## src/rtl/gpio_bus_arbiter.sv

```systemverilog
// gpio_bus_arbiter: two-master, one-slave arbiter for the GPIO valid/ready peripheral bus.
// Latency: 1 cycle of arbitration (IDLE) before s_valid; completion passes straight through.
// Backpressure: the grant is held until s_ready, an owner abort or a timeout; then 1 forced IDLE cycle.
// Ports:
//   clk, reset        : clock, asynchronous active-high reset
//   m0_*/m1_*         : master request (valid/addr/wdata/wstrb in, ready/rdata/err out)
//   s_*               : slave request (valid/addr/wdata/wstrb out, ready/rdata in)
module gpio_bus_arbiter #(
  parameter logic [15:0] TIMEOUT   = 16'd256,
  parameter logic [31:0] ERR_RDATA = 32'hDEAD_BEEF
) (
  input  logic        clk,
  input  logic        reset,
  input  logic        m0_valid,
  output logic        m0_ready,
  input  logic [31:0] m0_addr,
  input  logic [31:0] m0_wdata,
  input  logic [3:0]  m0_wstrb,
  output logic [31:0] m0_rdata,
  output logic        m0_err,
  input  logic        m1_valid,
  output logic        m1_ready,
  input  logic [31:0] m1_addr,
  input  logic [31:0] m1_wdata,
  input  logic [3:0]  m1_wstrb,
  output logic [31:0] m1_rdata,
  output logic        m1_err,
  output logic        s_valid,
  input  logic        s_ready,
  output logic [31:0] s_addr,
  output logic [31:0] s_wdata,
  output logic [3:0]  s_wstrb,
  input  logic [31:0] s_rdata
);

  typedef enum logic {ST_IDLE = 1'b0, ST_BUSY = 1'b1} state_t;

  state_t      r_state, w_state_nxt;
  logic        r_owner, w_owner_nxt;
  logic        r_last,  w_last_nxt;
  logic [15:0] r_cnt,   w_cnt_nxt;

  logic        w_own_vld;
  logic        w_timeout;
  logic        w_done;
  logic        w_err;
  logic [31:0] w_rdata;

  assign w_own_vld = r_owner ? m1_valid : m0_valid;
  // TIMEOUT - 1 wraps to 16'hFFFF when TIMEOUT is 0, so the enable term is what disables it.
  assign w_timeout = (TIMEOUT != 16'd0) && (r_cnt == (TIMEOUT - 16'd1));

  always_ff @(posedge clk or posedge reset) begin
    if (reset) begin
      r_state <= ST_IDLE;
      r_owner <= 1'b0;
      r_last  <= 1'b1;   // m0 wins the first tie
      r_cnt   <= 16'd0;
    end else begin
      r_state <= w_state_nxt;
      r_owner <= w_owner_nxt;
      r_last  <= w_last_nxt;
      r_cnt   <= w_cnt_nxt;
    end
  end

  always_comb begin
    w_state_nxt = r_state;
    w_owner_nxt = r_owner;
    w_last_nxt  = r_last;
    w_cnt_nxt   = r_cnt;
    w_done      = 1'b0;
    w_err       = 1'b0;
    w_rdata     = 32'd0;
    s_valid     = 1'b0;
    s_addr      = 32'd0;
    s_wdata     = 32'd0;
    s_wstrb     = 4'd0;
    case (r_state)
      ST_IDLE: begin
        // Every exit from BUSY lands here for one cycle, which gives the slave its valid-low gap.
        if (m0_valid || m1_valid) begin
          w_state_nxt = ST_BUSY;
          w_cnt_nxt   = 16'd0;
          w_owner_nxt = (m0_valid && m1_valid) ? ~r_last : m1_valid;
        end
      end
      ST_BUSY: begin
        s_valid = w_own_vld;
        s_addr  = r_owner ? m1_addr  : m0_addr;
        s_wdata = r_owner ? m1_wdata : m0_wdata;
        s_wstrb = r_owner ? m1_wstrb : m0_wstrb;
        w_done  = s_ready;
        w_rdata = s_rdata;
        // Priority: slave completion, then owner abort, then timeout.
        if (s_ready) begin
          w_state_nxt = ST_IDLE;
          w_last_nxt  = r_owner;
        end else if (!w_own_vld) begin
          w_state_nxt = ST_IDLE;
          w_last_nxt  = r_owner;
        end else if (w_timeout) begin
          w_done      = 1'b1;
          w_err       = 1'b1;
          w_rdata     = ERR_RDATA;
          w_state_nxt = ST_IDLE;
          w_last_nxt  = r_owner;
        end else if (r_cnt != 16'hFFFF) begin
          w_cnt_nxt = r_cnt + 16'd1;
        end
      end
    endcase
  end

  // Completion signals are steered only by the registered owner, never by mX_valid directly.
  assign m0_ready = w_done & ~r_owner;
  assign m0_err   = w_err  & ~r_owner;
  assign m0_rdata = r_owner ? 32'd0 : w_rdata;
  assign m1_ready = w_done &  r_owner;
  assign m1_err   = w_err  &  r_owner;
  assign m1_rdata = r_owner ? w_rdata : 32'd0;

endmodule

```

## config.mk

```make
export PLATFORM = sky130hd
export DESIGN_NAME = gpio_bus_arbiter
export DESIGN_NICKNAME = d
export VERILOG_FILES = /design/src/rtl/gpio_bus_arbiter.sv
export SDC_FILE = /design/constraint.sdc
export NUM_CORES = 1
export LEC_CHECK = 0
export ABC_AREA = 0
export CAP_MARGIN = 20
export CORE_AREA = 2 2 120 122
export DETAILED_ROUTE_END_ITERATION = 16
export DIE_AREA = 0 0 122 124
export PLACE_DENSITY = 0.73
export RECOVER_POWER = 100
export REMOVE_ABC_BUFFERS = 1
export SYNTH_ARGS = -nofsm -noshare
export SYNTH_HDL_FRONTEND = slang
export SYNTH_SLANG_ARGS = --single-unit
```

## constraint.sdc

```tcl
create_clock -name clk -period 2.9 [get_ports clk]
set_input_delay 0.87 -clock clk [delete_from_list [all_inputs] [get_ports clk]]
set_output_delay 0.87 -clock clk [all_outputs]
set_load 0.01 [all_outputs]
```

==> flow_metrics.env <==
export IMPL_postCtsHoldBufs=0
export IMPL_syn_area_sq_mm=0.00265
export IMPL_min_period_over_period_pct=101
export IMPL_fin_crit_ns=2.93
export IMPL_crit_fanout=6
export IMPL_synth_most_common_cell="nor2_1"
export IMPL_final_hold_violation_count=0
export IMPL_io_buffer_count=309
export IMPL_avgSynthCellArea_sq_um=7.00
export IMPL_place_inst=879
export IMPL_grt_antenna_before_repair=1
export IMPL_area_growth_pct=141
export IMPL_worstPathRequired_ns=2.03
export IMPL_yosysTopAreaCell="mux2i_1"
export IMPL_cap_violations=0
export IMPL_grt_usage_pct=19.0
export IMPL_path_cells="buf_6, mux2i_4, nor2_2, and2_4, buf_6, buf_6, buf_16, o21a_1, buf_2"
export IMPL_crit_top_cell="buf_6"
export IMPL_cts_sinks=19
export IMPL_r2r_slack_ns=0.69
export IMPL_finClkSkew_ns=0.00266
export IMPL_wl_um=16300
export IMPL_numCtsBuffers=3
export IMPL_vdd_drop_max_uv=437
export IMPL_grt_overflow=0
export IMPL_rows=43
export IMPL_cp_end_kind="primary output"
export IMPL_slew_violations=0
export IMPL_worst_pin_slew_ns=0.553
export IMPL_clk_latency_ns=0.25
export IMPL_dr_pass1_iters=4
export IMPL_nets=890
export IMPL_setup_tns_ns=-0.187
export IMPL_num_vias=4088
export IMPL_holdWs_ns=0.599
export IMPL_violations="setup timing"
export IMPL_cpPeakStageDelay_ns=0.17
export IMPL_grt_max_degree=44
export IMPL_final_cells=895
export IMPL_drt_iter0_drc=279
export IMPL_synth_common_cells="125 x nor2_1, 69 x mux2i_1, 24 x o21a_1"
export IMPL_power_density_mw_per_mm2=578
export IMPL_synthArstFlopShare_pct=100
export IMPL_critPathArrivalTime_ns=2.06
export IMPL_hp_start="r_last$_DFFE_PP1P_"
export IMPL_core_area_sq_mm=0.0137
export IMPL_path_delay_family="buffers and inverters"
export IMPL_startpoint="m0_valid"
export IMPL_regToRegStartpoint="r_state$_DFF_PP0_"
export IMPL_ys_types=36
export IMPL_seq_area_frac_synth_pct=18.0
export IMPL_setup_viol=13
export IMPL_synth_cells=379
export IMPL_diodes=0
export IMPL_synth_area_leaders="mux2i_1 26%, nor2_1 18%, dfrtp_1 17%, o21a_1 6.8%, and3_1 5.4%"
export IMPL_outcome="finished, violations left"
export IMPL_root_buffer="clkbuf_16"
export IMPL_fin_area_sq_mm=0.00640
export IMPL_chipHeight_um=124
export IMPL_htree_levels=1
export IMPL_worstSetupStartpointType="input pin"
export IMPL_cts_tree="yes"
export IMPL_synthDominantCellAreaShare_pct=26.0
export IMPL_timing_rr_end="r_cnt[14]$_DFFE_PP0P_"
export IMPL_p_total_mw=3.70
export IMPL_grt_pass1_wl_um=22000
export IMPL_initial_core_util_pct=19.3
export IMPL_critPathSlowestCell="mux2i_4"
export IMPL_holdPathEnd="r_owner$_DFFE_PP0P_"
export IMPL_avgViaCountPerCell=4.57
export IMPL_gp_congestion=0.921
export IMPL_worstSetupPathType="in2out"
export IMPL_synth_flop_cell="dfrtp_1"
export IMPL_critical_path_buf_inv_count=5
export IMPL_setup_ws_ns=-0.0297
export IMPL_synth_edff_count=0
export IMPL_ioPinCount=310
export IMPL_hpwl_um=12400
export IMPL_routedWlPerCell_um=18.2
export IMPL_holdPathStages=2
export IMPL_drive_gt1_share_pct=20.4
export IMPL_slew_headroom_pct=63.1
export IMPL_post_dp_cell_area_sq_mm=0.00625
export IMPL_die_area_sq_mm=0.0151
export IMPL_yosysWarningCount=0
export IMPL_hold_class="reg2reg"
export IMPL_die_w_um=122
export IMPL_ys_seq_elements=19
export IMPL_p_leak_nw=3.36
export IMPL_drcViolationCount=0
export IMPL_cts_buffer_depth=2
export IMPL_worstRegToRegCells=8
export IMPL_clk_pin_slew_ns=0.05
export IMPL_drtAntennaViolNets=0
export IMPL_grt_pass1_vias=3642
export IMPL_max_freq_mhz=341
export IMPL_rsz0062_at_grt="yes"
tightest hold or removal path: stages, from the launching register on:
cell and delay, ns:
dfstp_2 0.36, nand2_1 0.05, a32o_1 0.15
layout by cell type (no fill, tap or decap), types with 2 or more instances in the layout:
master	count
clkbuf_16	3
and4_1	4
a211o_1	7
buf_6	6
nor2_2	17
mux2i_1	67
nand2_1	13
a21oi_1	3
or3_1	2
o31ai_1	2
nand4_1	3
buf_2	35
and2_4	2
and4_4	2
nand3_1	9
nor3_1	7
o21ai_0	7
buf_16	8
buf_12	6
buf_4	37
and3_1	22
and2_1	3
nor3b_1	2
clkdlybuf4s50_1	169
dfrtp_1	17
o21a_1	24
dlygate4sd2_1	77
o22a_1	2
a21o_1	3
nor2_1	103
nor2_4	5
mux2_2	2
inv_1	2
clkbuf_2	13
nor4_1	3
xor2_1	2
clkbuf_1	2
dlymetal6s2s_1	9
cells by family (layout without fill, tap and decap cells):
| group | count (synthesis) | after routing | share of synthesized area, % |
|---|---|---|---|
| and+or+nand+nor | 200 | 200 | 34.2 |
| muxes | 71 | 71 | 26.9 |
| AOI/OAI and AO/OA | 51 | 51 | 14.2 |
| buffers and inverters | 35 | 371 | 5.61 |
| DFF | 19 | 19 | 18.0 |
| xor gates and xnor gates | 2 | 2 | 0.660 |
| adders and majority gates | 1 | 1 | 0.472 |
report_power, final:
part	total (mW)	internal [mW]	switching, mW
Combinational	3.04	1.52	1.52
Clock	0.283	0.187	0.0961
Sequential	0.380	0.330	0.0500
Total	3.70	2.03	1.67
state kept, by name, indices dropped and copies added (netlist names):
name / flops
r_cnt: 16
r_last: 1
r_owner: 1
r_state: 1
metal layers:
metal	track usage, %	wire length (um)	vias up
met3	3.85	1450	18
met1	25.2	6580	1904
met5	0	13	-
li1	-	-	1996
met4	2.44	213	2
met2	32.6	8070	168
cell type report:
cell class,instances,area [sq um]
Sequential cell,19,480
Clock buffer,4,78.8
Tap cell,180,225
Fill cell,1377,7320
Timing Repair Buffer,364,3460
Multi-Input combinational cell,325,2140
Inverter,3,11.3
what timing repair did:
item	in CTS	in global routing
gates resized for setup	302	31
endpoints found under the setup margin	135	47
buffers inserted	6	1
pin swaps	3	8
cloned	7	0
through the flow:
step	utilization, %	setup WS [ns]
floorplan	-	-2.14
CTS	46.8	-0.121
finish	46.6	-0.0297
global placement	45.6	-0.729
detailed placement	45.6	-0.736
global route	46.6	-0.0873
worst max path at each step:
stage / slack (ns) / end / cells past startpoint
after floorplan: -2.14 / m1_rdata[0] / 5
after global placement: -0.73 / m1_rdata[5] / 8
after detailed placement: -0.74 / m1_rdata[5] / 8
after CTS: -0.12 / m0_rdata[10] / 10
after global routing: -0.09 / m1_rdata[16] / 10
final: -0.03 / m0_rdata[10] / 9
(Power assumes the default switching activity.)
